==> src/rtl/dlx_pkg.sv <==
// Shared types for the DLX fetch path: PC command encoding, fetch FSM states, redirect slot.
package dlx_pkg;

    localparam int unsigned PC_ADDR_W = 32;

    typedef enum logic [1:0] {
        PC_SEQ  = 2'b00,
        PC_TRAP = 2'b01,
        PC_REL  = 2'b10,
        PC_ABS  = 2'b11
    } pc_cmd_e;

    typedef enum logic {
        IDLE = 1'b0,
        WAIT = 1'b1
    } pc_state_e;

    typedef struct packed {
        pc_cmd_e                cmd;
        logic [PC_ADDR_W-1:0]   v;
    } pc_pend_t;

endpackage

==> src/rtl/pc_fetch_ctrl_target.sv <==
// Next-fetch target computation with alignment handling.
// Optional macro PC_MISALIGN_TRAP_EN: misaligned targets redirect to TRAP_VEC and flag misalign_c;
// otherwise the low alignment bits are cleared and misalign_c is tied low.
module pc_target
    import dlx_pkg::*;
#(
    parameter int unsigned        ADDR_W    = 32,
    parameter int unsigned        INSTR_B   = 4,
    parameter logic [ADDR_W-1:0]  RESET_VEC = '0,
    parameter logic [ADDR_W-1:0]  TRAP_VEC  = ADDR_W'(32'h0000_0100)
) (
    input  pc_cmd_e               cmd,
    input  logic [ADDR_W-1:0]     v,
    input  logic [ADDR_W-1:0]     last,
    input  logic                  first,
    output logic [ADDR_W-1:0]     target_c,
    output logic                  misalign_c
);

    localparam logic [ADDR_W-1:0] STEP     = ADDR_W'(INSTR_B);
    localparam logic [ADDR_W-1:0] LOW_MASK = ADDR_W'(INSTR_B - 1);

    logic [ADDR_W-1:0] raw;

    // Unaligned target from the command; sums wrap modulo 2^ADDR_W.
    always_comb begin
        raw = last + STEP;
        case (cmd)
            PC_SEQ:  raw = first ? RESET_VEC : last + STEP;
            PC_TRAP: raw = TRAP_VEC;
            PC_REL:  raw = last + v;
            PC_ABS:  raw = v;
            default: raw = last + STEP;
        endcase
    end

`ifdef PC_MISALIGN_TRAP_EN
    // Misaligned target is replaced by the trap vector.
    always_comb begin
        misalign_c = |(raw & LOW_MASK);
        target_c   = misalign_c ? TRAP_VEC : raw;
    end
`else
    // Misaligned target is silently aligned down.
    always_comb begin
        misalign_c = 1'b0;
        target_c   = raw & ~LOW_MASK;
    end
`endif

endmodule

==> src/rtl/pc_fetch_ctrl.sv <==
// DLX program counter / fetch request unit with one-entry redirect buffer during imem stalls.
// Optional macro PC_MISALIGN_TRAP_EN enables trapping on misaligned fetch targets.
module pc_fetch_ctrl
    import dlx_pkg::*;
#(
    parameter int unsigned        ADDR_W    = 32,
    parameter int unsigned        INSTR_B   = 4,
    parameter logic [ADDR_W-1:0]  RESET_VEC = '0,
    parameter logic [ADDR_W-1:0]  TRAP_VEC  = ADDR_W'(32'h0000_0100)
) (
    input  logic                  clk,
    input  logic                  reset_n,
    input  logic                  IF,
    input  logic [1:0]            pc_cmd,
    input  logic [ADDR_W-1:0]     pc_v,
    input  logic                  i_ready,
    output logic                  i_req,
    output logic [ADDR_W-1:0]     i_address,
    output logic [ADDR_W-1:0]     pc_link,
    output logic                  busy,
    output logic                  misalign
);

    localparam logic [ADDR_W-1:0] STEP = ADDR_W'(INSTR_B);

    pc_state_e          state_q, state_d;
    pc_pend_t           slot_q, slot_d;
    logic               first_q, first_d;
    logic               req_d, busy_d, mis_d;
    logic [ADDR_W-1:0]  addr_d, link_d;
    logic               issue, use_pend;
    pc_cmd_e            t_cmd;
    logic [ADDR_W-1:0]  t_v;
    logic [ADDR_W-1:0]  target_c;
    logic               mis_c;

    // Select the issuing command: buffered redirect has priority over a fresh IF.
    always_comb begin
        use_pend = (state_q == WAIT) && i_ready && busy;
        t_cmd    = use_pend ? slot_q.cmd : pc_cmd_e'(pc_cmd);
        t_v      = use_pend ? ADDR_W'(slot_q.v) : pc_v;
    end

    pc_target #(
        .ADDR_W    (ADDR_W),
        .INSTR_B   (INSTR_B),
        .RESET_VEC (RESET_VEC),
        .TRAP_VEC  (TRAP_VEC)
    ) u_target (
        .cmd        (t_cmd),
        .v          (t_v),
        .last       (i_address),
        .first      (first_q),
        .target_c   (target_c),
        .misalign_c (mis_c)
    );

    // Fetch FSM next-state and output computation.
    always_comb begin
        state_d = state_q;
        slot_d  = slot_q;
        first_d = first_q;
        req_d   = i_req;
        busy_d  = busy;
        addr_d  = i_address;
        link_d  = pc_link;
        mis_d   = 1'b0;
        issue   = 1'b0;

        case (state_q)
            IDLE: begin
                if (IF) begin
                    issue   = 1'b1;
                    state_d = WAIT;
                end
            end
            WAIT: begin
                if (i_ready) begin
                    if (busy) begin
                        issue  = 1'b1;
                        busy_d = 1'b0;
                        if (IF) begin
                            slot_d.cmd = pc_cmd_e'(pc_cmd);
                            slot_d.v   = PC_ADDR_W'(pc_v);
                            busy_d     = 1'b1;
                        end
                    end else if (IF) begin
                        issue = 1'b1;
                    end else begin
                        req_d   = 1'b0;
                        state_d = IDLE;
                    end
                end else if (IF && !busy) begin
                    slot_d.cmd = pc_cmd_e'(pc_cmd);
                    slot_d.v   = PC_ADDR_W'(pc_v);
                    busy_d     = 1'b1;
                end
            end
            default: state_d = IDLE;
        endcase

        if (issue) begin
            addr_d  = target_c;
            link_d  = target_c + STEP;
            req_d   = 1'b1;
            first_d = 1'b0;
            mis_d   = mis_c;
        end
    end

    // State and registered outputs; reset abandons any outstanding request.
    always_ff @(posedge clk or negedge reset_n) begin
        if (!reset_n) begin
            state_q   <= IDLE;
            slot_q    <= '0;
            first_q   <= 1'b1;
            i_req     <= 1'b0;
            i_address <= RESET_VEC;
            pc_link   <= RESET_VEC + STEP;
            busy      <= 1'b0;
            misalign  <= 1'b0;
        end else begin
            state_q   <= state_d;
            slot_q    <= slot_d;
            first_q   <= first_d;
            i_req     <= req_d;
            i_address <= addr_d;
            pc_link   <= link_d;
            busy      <= busy_d;
            misalign  <= mis_d;
        end
    end

endmodule

==> config.mk <==
export PLATFORM = sky130hd
export DESIGN_NAME = pc_fetch_ctrl
export DESIGN_NICKNAME = d
export VERILOG_FILES = /design/src/rtl/dlx_pkg.sv /design/src/rtl/pc_fetch_ctrl_target.sv /design/src/rtl/pc_fetch_ctrl.sv
export SDC_FILE = /design/constraint.sdc
export NUM_CORES = 1
export LEC_CHECK = 0
export BUFFER_PORTS_ARGS = -buffer_cell sky130_fd_sc_hd__buf_2
export CAP_MARGIN = 15
export CORE_MARGIN = 2
export CORE_UTILIZATION = 55
export CTS_BUF_LIST = sky130_fd_sc_hd__clkbuf_16
export DETAILED_ROUTE_END_ITERATION = 7
export PLACE_DENSITY_LB_ADDON = 0.05
export SKIP_CTS_REPAIR_TIMING = 1
export SYNTH_ARGS = -nofsm -noshare
export SYNTH_HDL_FRONTEND = slang
export SYNTH_HIERARCHICAL = 1
export SYNTH_SLANG_ARGS = --single-unit
==> constraint.sdc <==
create_clock -name clk -period 10.1 [get_ports clk]
set_input_delay 1.01 -clock clk [delete_from_list [all_inputs] [get_ports clk]]
set_output_delay 1.01 -clock clk [all_outputs]
set_load 0.005 [all_outputs]
Yosys cells after proc, flatten, opt, wreduce, memory -nomap -nowiden
Index checks and enable logic that the tools add are counted.
{ "op_classes": {"addsub": 3, "mul": 0, "n_div": 0, "n_lt_le_gt_ge": 0, "n_eq_ne": 7, "n_shift": 0, "mux": 22, "bitwise_logic": 1, "reduce_logical": 11} }
{ "ops": {"columns": ["operator", "count"], "rows": [
  ["34-bit two-way mux", 4],
  ["32-bit case mux with 4 select lines", 1],
  ["32-bit by 3-bit adder with 32-bit output (second input constant)", 2],
  ["32-bit two-way mux", 2],
  ["32-bit adder", 1],
  ["1-bit two-way mux", 12],
  ["4-bit AND reduction", 2],
  ["2-bit by 1-bit inequality test with 1-bit output (second input constant)", 3],
  ["2-bit nonzero test", 3],
  ["2-bit == test (second input constant)", 2],
  ["1-bit case mux with 2 select lines", 2],
  ["1-bit logical AND", 3],
  ["2-bit by 1-bit == test with 1-bit output (second input constant)", 1],
  ["2-bit zero test", 1],
  ["2-bit two-way mux", 1],
  ["2-bit inequality test (second input constant)", 1],
  ["2-bit AND reduction", 1],
  ["1-bit zero test", 1],
  ["1-bit inverter", 1]
]} }
{ "word_totals": {"register_bits": 100, "latch_bits": 0, "ram_bits": 0, "romBits": 0, "inputBits": 38, "out_inout_bits": 67, "elab_cells": 52, "mem_count": 0} }

Depth between registers and ports, before layout
Gate-level depths: netlist of run 1.
{ "logic_depth": {"ltp_word": 6, "mapped_depth": 19, "mapped_depth_nobuf": 14} }

Modules after synthesis
Netlist of run 1, hierarchy kept.
{ "by_module_without_submodules": {"columns": ["mod", "instances", "cells_per_inst", "area_each_um2", "seq_area_each_um2"], "rows": [
  ["pc_fetch_ctrl", 1, 462, 4828.4, 2529.9],
  ["pc_target", 1, 430, 2871.5, 0.0]
]} }

Worst setup path after synthesis of run 1
No wires, ideal clock.
{ "synth_timing": {"kind": "input -> register", "startpoint": "input port i_ready", "endpoint": "register pc_link[26]", "setup_ps": 82, "t_arrival_ps": 4985, "path_slack_ps": 5033, "cell_stages": 15, "n_path_buf": 1, "path_cell_list": "nand3_1 -> clkbuf_1 -> mux2_2 -> ha_1 -> a31o_2 -> o22a_1 -> a21o_2 -> o21ai_1 -> o211ai_1 -> xnor2_1 -> o21ai_0 -> and4_1 -> nand4_1 -> or4_1 -> a31oi_1"} }
{ "synth_between": {"elab_chain_len": 6} }
{ "synth_rtl": {"columns": ["element", "line_no", "rtl"], "rows": [
  ["start, declared", "pc_fetch_ctrl.sv:16", "input logic i_ready,"],
  ["1-bit logical AND (2 in series)", "pc_fetch_ctrl.sv:39", "use_pend = (state_q == WAIT) && i_ready && busy;"],
  ["32-bit two-way mux", "pc_fetch_ctrl.sv:41", "t_v = use_pend ? ADDR_W'(slot_q.v) : pc_v;"],
  ["net t_v[1]", "pc_fetch_ctrl.sv:33", "logic [ADDR_W-1:0] t_v;"],
  ["32-bit adder", "pc_fetch_ctrl_target.sv:31", "PC_REL: raw = last + v;"],
  ["32-bit case mux with 4 select lines", "pc_fetch_ctrl_target.sv:28", "case (cmd)"],
  ["net target_c[14]", "pc_fetch_ctrl.sv:34", "logic [ADDR_W-1:0] target_c;"],
  ["32-bit by 3-bit adder with 32-bit output", "pc_fetch_ctrl.sv:104", "link_d = target_c + STEP;"],
  ["end signal, assigned", "pc_fetch_ctrl.sv:119", "pc_link <= RESET_VEC + STEP;"],
  ["end signal, assigned", "pc_fetch_ctrl.sv:128", "pc_link <= link_d;"],
  ["end, declared", "pc_fetch_ctrl.sv:19", "output logic [ADDR_W-1:0] pc_link,"]
]} }
The timed path passes the listed nets, and every way through them passes these cells.
A chain may end at the register's enable or synchronous reset.

Worst setup path after layout of run 1
{ "layout_timing": {"startpoint": "input port i_ready", "endpoint": "register pc_link[25]"} }
Same word-level chain as after synthesis.

==> flow_metrics.py, run 1 <==
metrics = {
    "timing": {
        "maxSlewViolCount": 0,
        "hold_viol": 0,
        "slew_headroom": 0.357,
        "timing.fmax_mhz": 184,
        "period_needed_ns": 5.43,
        "worst_slew_pin_slew_ns": 0.961,
        "period_share": 0.537,
        "setup_tns_ns": 0,
        "grt_setup_unrepaired": "no",
        "fin_skew_ns": 0.0123,
        "setup_viol": 0,
        "timing.final.ws_setup_ns": 4.67,
    },
    "floorplan": {
        "io_pins": 105,
        "initial_core_util": 0.559,
        "core_area_um2": 13800,
        "die_h_um": 122,
        "die_w_um": 122,
        "placementRows": 43,
        "die-area_um2": 15000,
    },
    "layout": {
        "final_cells": 1142,
        "multiInputGateArea_um2": 4790,
        "seq_area_um2": 2530,
        "fillers": 1240,
        "nets": 1027,
        "areaGrowthSynthToFinish_pct": 10.4,
        "fin_util": 0.617,
        "drive_above_1_share": 0.180,
        "diodes": 0,
    },
    "setup_path": {
        "endpoint_kind": "register",
        "cp_slowest_cell": "or4_1",
        "cp_cell_sequence": "buf_2 -> nand3_1 -> buf_4 -> mux2_2 -> ha_1 -> a31o_2 -> o22a_1 -> a21o_2 -> o21ai_1 -> o211ai_1 -> xnor2_1 -> o21ai_0 -> and4_1 -> nand4_1 -> or4_1 -> a31oi_1",
        "reg2reg_depth": 15,
        "critPathKind": "input pin to register",
        "rr_endpoint": "pc_link[25]",
        "max_stage_delay_ns": 0.58,
        "crit_family": "compound AO/OA/AOI/OAI gates",
        "crit_path_start_kind": "input pin",
        "crit_fanout": 34,
        "arrival_ns": 5.70,
        "path_buf_inv": 2,
        "required_ns": 10.38,
        "reg2reg_from": "busy",
        "r2r_slack_ns": 5.00,
    },
    "routing": {
        "drtAntennaViolNets": 0,
        "routed_via_density": 6.12,
        "vias": 6989,
        "drtPass1Iterations": 5,
        "drc": 0,
        "finalWirelength_mm": 21.6,
        "wl_per_cell_um": 19.0,
        "drt_iter0_drc": 488,
    },
    "cts": {
        "clk_latency_ns": 0.35,
        "clk_path_buf_depth": 2,
        "cts_tree": "yes",
        "cts.sinks": 101,
        "cts-htree-levels": 3,
        "clk_pin_slew_ns": 0.07,
        "numCtsBuffers": 9,
        "cts-root-buf": "clkbuf_16",
    },
    "place": {
        "place_inst": 1126,
        "gp_congestion": 0.946,
        "hpwl_mm": 16.4,
        "io_buffers": 104,
        "place_ws_ns": 4.34,
    },
    "power_and_ir_drop": {
        "p_per_area_nw_per_um2": 286,
        "p_leak_nw": 3.77,
        "vdd_ir_drop_max_uv": 161,
    },
    "synthesis": {
        "synth-xor-area-share": 0.0728,
        "yosys.cell_types.count": 70,
        "ys_seq_area_frac": 0.329,
        "synthMuxAreaShare": 0.106,
        "avgSynthCellArea_um2": 8.63,
        "synth_edf_count": 0,
        "async_flop_share": 1.00,
        "synth-main-ff-cell": "dfrtp_1",
        "yosys_register_bits": 101,
        "synth_fa_ha_area_frac": 0.0520,
        "synth_top_family_by_area": "simple AND/OR/NAND/NOR gates",
        "yosysWarningCount": 6,
        "netlist_area_um2": 7700,
        "synth-compound-area-share": 0.171,
        "synthSimpleGateAreaFrac": 0.217,
        "synth_cells": 892,
    },
    "worst_hold_path": {
        "hold_end": "pc_link[2]",
        "min_path_type": "register to register",
        "worstHoldStart": "pc_link[2]",
        "worstHoldPathCells": 2,
    },
    "grt": {
        "grt_pass1_wl_mm": 34.8,
        "grt_overflow": 0,
        "grt_pass1_vias": 6661,
        "grt_max_degree": 65,
        "global_route.usage.total": 0.300,
        "antenna_found_initial": 0,
    },
    "flow_run": {
        "cap_violations": 0,
    },
    "outcome": {
        "outcome": "finished, final reports clean",
    },
}
==> layout by cell type (no fill, tap or decap), types with 3 or more instances in the layout <==
cell / n
clkbuf_16: 9
o21ai_0: 40
inv_1: 16
buf_4: 7
a221o_1: 3
nor3_1: 14
buf_2: 103
nand3_1: 35
a211oi_1: 4
mux2_2: 30
nand2_1: 166
or4_1: 12
ha_1: 32
o21ai_1: 22
conb_1: 3
nand2b_1: 3
o21a_1: 5
o21bai_1: 4
o211ai_1: 6
a31oi_1: 16
a21o_1: 10
a21oi_1: 39
and4_1: 12
o221ai_1: 4
a31o_2: 3
xnor2_1: 33
a22oi_1: 18
mux2_1: 41
xor2_1: 31
or3_1: 7
and3_1: 14
nor2_1: 29
and2_1: 7
o31ai_1: 11
nand4_1: 29
dfrtp_1: 99
==> cell usage after synthesis (all sizes together) (13+ instances only) <==
library cell / instances / share of area
a21oi: 39 / 0.025
a22oi: 18 / 0.018
a31oi: 16 / 0.013
and3: 15 / 0.013
buf: 23 / 0.022
clkbuf: 34 / 0.019
dfrtp: 99 / 0.32
ha: 32 / 0.052
inv: 16 / 0.0078
mux2: 71 / 0.10
nand2: 167 / 0.082
nand3: 37 / 0.026
nand4: 29 / 0.024
nor2: 30 / 0.015
nor3: 15 / 0.0097
o21ai: 62 / 0.040
or4: 13 / 0.013
xnor2: 33 / 0.038
xor2: 31 / 0.035
==> area by class of cell <==
cell class	count	area share
clock inverters	7	0.0113
flip-flops and latches	101	0.298
well taps	180	0.0265
inverters	16	0.00707
repair buffers	110	0.0668
clock buffers	9	0.0265
multi-input cells	719	0.564
==> worst register-to-register path, cell delays in order, from the launching register on <==
cell,delay [ns]
dfrtp_1,0.45
nand3_1,0.11
buf_4,0.39
mux2_2,0.40
ha_1,0.28
a31o_2,0.27
o22a_1,0.26
a21o_2,0.29
o21ai_1,0.35
o211ai_1,0.18
xnor2_1,0.18
o21ai_0,0.48
and4_1,0.40
nand4_1,0.23
or4_1,0.59
a31oi_1,0.17
==> sequential cells by signal, indices dropped and copies added, names as in the netlist <==
| register | flops |
|---|---|
| slot_q | 34 |
| i_address | 32 |
| pc_link | 30 |
| busy | 1 |
| first_q | 1 |
| i_req | 1 |
| misalign | 1 |
| state_q | 1 |
==> power breakdown <==
| part | internal, mW | total, mW | switching, mW |
|---|---|---|---|
| clock network | 0.219 | 0.379 | 0.160 |
| registers | 0.561 | 0.726 | 0.166 |
| logic | 0.536 | 1.33 | 0.790 |
| total | 1.31 | 2.43 | 1.12 |
==> worst max-delay path by stage <==
stage	start	end	cells after the start
6_report	i_ready	pc_link[25]	16
5_1_grt	i_ready	pc_link[29]	16
4_1_cts	i_ready	pc_link[25]	16
3_5_place_dp	i_ready	pc_link[25]	16
3_3_place_gp	i_ready	pc_link[26]	16
2_1_floorplan	i_ready	pc_link[26]	15
==> per-stage QoR <==
step	hold slack, ns	power (mW)	instance area [µm²]
after floorplan	0.450	1.65	7710
after global placement	0.454	2.01	8180
after detailed placement	0.461	2.04	8180
after CTS	0.477	2.43	8500
after global routing	0.500	2.62	8500
final	0.473	2.43	8500
==> cells by family after synthesis <==
kind of cell | count (synthesis)
flip-flops | 101
other | 1
AND/OR/NAND/NOR | 342
XOR/XNOR | 64
adder cells (fa/ha/maj) | 32
multiplexers | 73
buffers and inverters | 74
AO/OA/AOI/OAI | 205
==> per-layer routing <==
metal / vias to the layer above / global-route usage / part of all wire
li1: 3364 / - / -
met1: 3338 / 0.373 / 0.42
met2: 235 / 0.512 / 0.49
met3: 52 / 0.0451 / 0.049
met4: 0 / 0.139 / 0.044
met5: - / 0 / 0
No activity file was read; power rests on OpenSTA's default activity.
==> run 2, diff against run 1 <==
--- a/config.mk
+++ b/config.mk
@@ -8,7 +8,7 @@
 export BUFFER_PORTS_ARGS = -buffer_cell sky130_fd_sc_hd__buf_2
 export CAP_MARGIN = 15
 export CORE_MARGIN = 2
-export CORE_UTILIZATION = 55
+export CORE_UTILIZATION = 53
 export CTS_BUF_LIST = sky130_fd_sc_hd__clkbuf_16
 export DETAILED_ROUTE_END_ITERATION = 7
 export PLACE_DENSITY_LB_ADDON = 0.05
==> constraint.sdc (replaced) <==
create_clock -name clk -period 4.5 [get_ports clk]
set_input_delay 0.45 -clock clk [delete_from_list [all_inputs] [get_ports clk]]
set_output_delay 0.45 -clock clk [all_outputs]
set_load 0.005 [all_outputs]
==> run 2 against run 1 <==
Effect of this change: first-iteration DRC count increased by 11%; via count increased by 6.8%; global-route usage increased by 1.1 points; sequential share of layout area decreased by 2.0 points; utilization increased by 1.8 points; clock power increased by 120%; worst hold slack got worse by 0.24 ns; non-clock buffer count increased by 78; sequential power increased by 120%; critical path type is now register to register.
==> flow_metrics.py, run 2 (same netlist as run 1, synthesis figures left out) <==
metrics = {
    "grt": {
        "grt_pass1_wl_mm": 38.5,
        "grt_pass1_vias": 7421,
        "global_route.usage.total": 0.311,
        "antenna_found_initial": 0,
        "grt_max_degree": 70,
        "grt_overflow": 0,
    },
    "power_and_ir_drop": {
        "p_leak_nw": 4.15,
        "p_per_area_nw_per_um2": 659,
        "vdd_ir_drop_max_uv": 363,
    },
    "layout": {
        "final_cells": 1224,
        "diodes": 0,
        "mostFrequentLayoutCells": "nand2_1 (165), buf_2 (103), dfrtp_1 (97)",
        "largest_registers": "slot_q: 34 flops, i_address: 32 flops, pc_link: 30 flops",
        "areaGrowthSynthToFinish_pct": 18.5,
        "largest_register_ffs": 34,
        "drive_above_1_share": 0.258,
        "final_common_cell": "nand2_1",
        "top_register": "slot_q",
        "nets": 1105,
        "fin_area_um2": 9130,
    },
    "place": {
        "io_buffers": 104,
        "hpwl_mm": 18.6,
        "place_inst": 1206,
        "dpl_cell_area_um2": 8760,
        "gp_congestion": 0.946,
    },
    "setup_path": {
        "required_ns": 4.78,
        "critPathKind": "register to register",
        "arrival_ns": 4.60,
        "r2r_slack_ns": 0.19,
        "crit_fanout": 24,
        "crit_path_start_kind": "register",
        "endpoint_kind": "register",
    },
    "routing": {
        "finalWirelength_mm": 24.0,
        "drt_iter0_drc": 540,
        "routed_via_density": 6.10,
        "drtPass1Iterations": 5,
        "vias": 7465,
        "drc": 0,
        "wl_per_cell_um": 19.6,
        "drtAntennaViolNets": 0,
    },
    "timing": {
        "slew_headroom": 0.381,
        "period_needed_ns": 4.31,
        "period_share": 0.959,
        "whs_ns": 0.231,
        "fin_skew_ns": 0.0144,
        "hold_viol": 0,
        "setup_viol": 0,
        "worst_slew_pin_slew_ns": 0.928,
        "timing.fmax_mhz": 232,
        "maxSlewViolCount": 0,
    },
    "floorplan": {
        "placementRows": 44,
        "die_h_um": 125,
        "initial_core_util": 0.536,
        "io_pins": 105,
        "die-area_um2": 15500,
        "core_area_um2": 14400,
        "die_w_um": 125,
    },
    "cts": {
        "clk_pin_slew_ns": 0.07,
        "clk_path_buf_depth": 2,
        "numCtsBuffers": 9,
        "clk_latency_ns": 0.37,
        "cts.sinks": 101,
        "cts_tree": "yes",
        "cts-root-buf": "clkbuf_16",
        "cts-htree-levels": 3,
    },
    "outcome": {
        "outcome": "finished, final reports clean",
    },
    "flow_run": {
        "cap_violations": 0,
    },
    "worst_hold_path": {
        "min_path_type": "input pin to asynchronous set/reset pin",
    },
}
==> run 2: path summary, 6_finish.rpt <==
path	start	end	cells past startpoint
min in group clk	pc_v[9]	slot_q[9]	2
max reg2reg	busy	pc_link[29]	16
max	busy	pc_link[29]	16
max in group asynchronous	reset_n	pc_link[2]	2
min reg2reg	pc_link[2]	pc_link[2]	2
min	reset_n	i_req	1
==> run 2: through the flow <==
| step | setup WS [ns] | utilization | TNS, ns | total power, mW |
|---|---|---|---|---|
| detailed placement | -0.0557 | 0.610 | -0.105 | 5.10 |
| global route | -0.00262 | 0.635 | -0.00262 | 6.43 |
| CTS | 0.00112 | 0.630 | 0 | 5.93 |
| floorplan | 0.0288 | - | 0 | 3.71 |
| finish | 0.185 | 0.635 | 0 | 6.01 |
| global placement | 0.0246 | 0.610 | 0 | 5.03 |
==> run 2: metal layers <==
layer | track usage | up-vias | share of wire
met5 | 0 | - | 0
met4 | 0.157 | 0 | 0.045
met2 | 0.555 | 260 | 0.51
met3 | 0.0434 | 74 | 0.044
li1 | - | 3532 | -
met1 | 0.364 | 3599 | 0.40
==> run 2: power by group <==
group	internal (mW)	switching (mW)	leakage (nW)
clock network	0.437	0.379	0.151
registers	1.26	0.376	1.23
logic	1.61	1.95	2.77
total	3.30	2.71	4.15
==> run 2: critical path, cell delays in order (launching register included) <==
cell and delay, ns:
dfrtp_2 0.46, nand3_1 0.16, buf_12 0.19, mux2_2 0.39, ha_2 0.39, and2_1 0.18
nand3_1 0.10, o21ai_2 0.21, a31o_2 0.25, o31ai_2 0.08, buf_4 0.15, or4_1 0.46
nand3_1 0.14, and4_1 0.27, nand4_1 0.19, or4_1 0.43, a31oi_1 0.16
==> run 2: cell type report <==
| type | instances | area [µm²] |
|---|---|---|
| Clock buffer | 9 | 225 |
| Tap cell | 184 | 230 |
| Clock inverter | 7 | 75.1 |
| Fill cell | 1258 | 5240 |
| Sequential cell | 101 | 2530 |
| Inverter | 16 | 60.1 |
| Multi-Input combinational cell | 719 | 4840 |
| Timing Repair Buffer | 188 | 1170 |
==> run 3, diff against run 2 <==
--- a/config.mk
+++ b/config.mk
@@ -7,8 +7,10 @@
 export LEC_CHECK = 0
 export BUFFER_PORTS_ARGS = -buffer_cell sky130_fd_sc_hd__buf_2
 export CAP_MARGIN = 15
+export CELL_PAD_IN_SITES_DETAIL_PLACEMENT = 0
+export CELL_PAD_IN_SITES_GLOBAL_PLACEMENT = 2
 export CORE_MARGIN = 2
-export CORE_UTILIZATION = 53
+export CORE_UTILIZATION = 32
 export CTS_BUF_LIST = sky130_fd_sc_hd__clkbuf_16
 export DETAILED_ROUTE_END_ITERATION = 7
 export PLACE_DENSITY_LB_ADDON = 0.05
==> run 3 against run 2 <==
Effect of this change: power rose by 3.5%; final cell count rose by 14%; via count decreased by 0.27%; utilization is 23 points lower; sequential cell count stayed put; wire length up 13%; die area grew 63%; combinational power rose by 7.6%; highest routed layer unchanged.
==> flow_metrics.py, run 3 (same netlist as run 1, synthesis figures left out) <==
metrics = {
    "floorplan": {
        "die_w_um": 159,
        "core_area_um2": 23500,
        "placementRows": 56,
        "die-area_um2": 25300,
        "initial_core_util": 0.327,
        "io_pins": 105,
        "die_h_um": 159,
    },
    "routing": {
        "drtPass1Iterations": 4,
        "drtAntennaViolNets": 0,
        "wl_per_cell_um": 19.5,
        "routed_via_density": 5.33,
        "drc": 0,
        "vias": 7445,
        "finalWirelength_mm": 27.2,
        "drt_iter0_drc": 397,
    },
    "power_and_ir_drop": {
        "p_int_mw": 3.39,
        "finalPower_mw": 6.22,
        "p_leak_nw": 4.36,
        "clockPowerShare": 0.127,
        "seqPwrFrac": 0.257,
        "combPwrFrac": 0.616,
        "swShare": 0.455,
        "vdd_ir_drop_max_uv": 197,
        "p_per_area_nw_per_um2": 644,
        "power.net_switching_mw": 2.83,
    },
    "layout": {
        "top_register": "slot_q",
        "final_common_cell": "nand2_1",
        "nets": 1144,
        "areaGrowthSynthToFinish_pct": 25.3,
        "fin_area_um2": 9650,
        "multiInputGateArea_um2": 4900,
        "seq_area_um2": 2530,
        "fin_util": 0.410,
        "diodes": 0,
        "largest_register_ffs": 34,
        "drive_above_1_share": 0.294,
        "largest_registers": "slot_q: 34 flops, i_address: 32 flops, pc_link: 30 flops",
        "mostFrequentLayoutCells": "nand2_1 (166), buf_4 (122), buf_2 (103)",
        "fillers": 2475,
    },
    "grt": {
        "antenna_found_initial": 0,
        "grt_pass1_vias": 7640,
        "grt_pass1_wl_mm": 42.8,
        "grt_overflow": 0,
        "global_route.usage.total": 0.215,
        "grt_max_degree": 67,
    },
    "place": {
        "io_buffers": 104,
        "dpl_cell_area_um2": 9250,
        "hpwl_mm": 21.5,
        "gp_congestion": 0.919,
    },
    "timing": {
        "grt_setup_unrepaired": "no",
        "slew_headroom": 0.360,
        "maxSlewViolCount": 0,
        "hold_viol": 0,
        "timing.fmax_mhz": 234,
        "whs_ns": 0.201,
        "fin_skew_ns": 0.00923,
        "setup_viol": 0,
        "period_share": 0.951,
        "period_needed_ns": 4.28,
        "worst_slew_pin_slew_ns": 0.960,
    },
    "setup_path": {
        "cp_cell_sequence": "nand3_4 -> buf_12 -> mux2_1 -> ha_1 -> o21a_1 -> o22a_1 -> buf_4 -> a21oi_1 -> xnor2_1 -> mux2_2 -> nand2_1 -> o21ai_0 -> and3_1 -> nand3_2 -> or4_1 -> a31oi_1",
        "crit_path_start_kind": "register",
        "arrival_ns": 4.57,
        "endpoint_kind": "register",
        "required_ns": 4.79,
        "crit_family": "simple AND/OR/NAND/NOR gates",
        "max_stage_delay_ns": 0.53,
        "cp_slowest_cell": "or4_1",
        "crit_fanout": 13,
        "path_buf_inv": 2,
        "critPathKind": "register to register",
    },
    "cts": {
        "clk_latency_ns": 0.36,
        "cts-root-buf": "clkbuf_16",
        "clk_path_buf_depth": 2,
        "cts_tree": "yes",
        "clk_pin_slew_ns": 0.08,
        "cts-htree-levels": 3,
        "cts.sinks": 101,
        "numCtsBuffers": 9,
    },
    "outcome": {
        "outcome": "finished, final reports clean",
    },
    "worst_hold_path": {
        "min_path_type": "input pin to asynchronous set/reset pin",
    },
    "flow_run": {
        "cap_violations": 0,
    },
}
## run 3: power groups by stage
| stage | sequential [mW] | combinational [mW] | clock [mW] |
|---|---|---|---|
| floorplan | 1.55 | 2.16 | 0 |
| global placement | 1.61 | 3.73 | 0 |
| detailed placement | 1.62 | 3.74 | 0 |
| CTS | 1.61 | 3.76 | 0.816 |
| global route | 1.65 | 4.22 | 0.850 |
| finish | 1.60 | 3.83 | 0.788 |
## run 3: per-layer routing
metal / up-vias / wire [µm] / track usage
li1: 3606 / - / -
met1: 3666 / 11200 / 0.248
met3: 28 / 946 / 0.0315
met2: 145 / 14500 / 0.409
met4: 0 / 539 / 0.0628
met5: - / 0 / 0
## run 3: cell type report
type	count	area share
multi-input cells	719	0.508
flip-flops and latches	101	0.262
repair buffers	227	0.152
well taps	319	0.0414
clock buffers	9	0.0233
inverters	16	0.00622
clock inverters	7	0.00609
## run 3: stage by stage
step	std cells	setup WS (ns)	TNS (ns)
floorplan	894	0.0288	0
global placement	1382	-0.184	-1.20
detailed placement	1382	-0.228	-1.99
CTS	1398	-0.0829	-0.329
global route	1398	0.0157	0
finish	1398	0.219	0
## run 3: worst reg2reg max path: stages, from the launching register on
cell and delay (ns):
dfrtp_1 0.42, nand3_4 0.14, buf_12 0.17, mux2_1 0.41
ha_1 0.33, o21a_1 0.18, o22a_1 0.25, buf_4 0.17
a21oi_1 0.17, xnor2_1 0.13, mux2_2 0.17, nand2_1 0.05
o21ai_0 0.30, and3_1 0.45, nand3_2 0.17, or4_1 0.53
a31oi_1 0.18
## run 3: final timing paths
| check | slack [ns] | cells after the start | start | endpoint |
|---|---|---|---|---|
| max | 0.22 | 16 | busy | pc_link[22] |
| min | 0.20 | 1 | reset_n | slot_q[27] |
| max reg2reg | 0.22 | 16 | busy | pc_link[22] |
| min reg2reg | 0.47 | 2 | pc_link[2] | pc_link[2] |
| max in group asynchronous | 3.22 | 2 | reset_n | pc_link[2] |
| min in group clk | 0.31 | 2 | pc_v[12] | slot_q[12] |
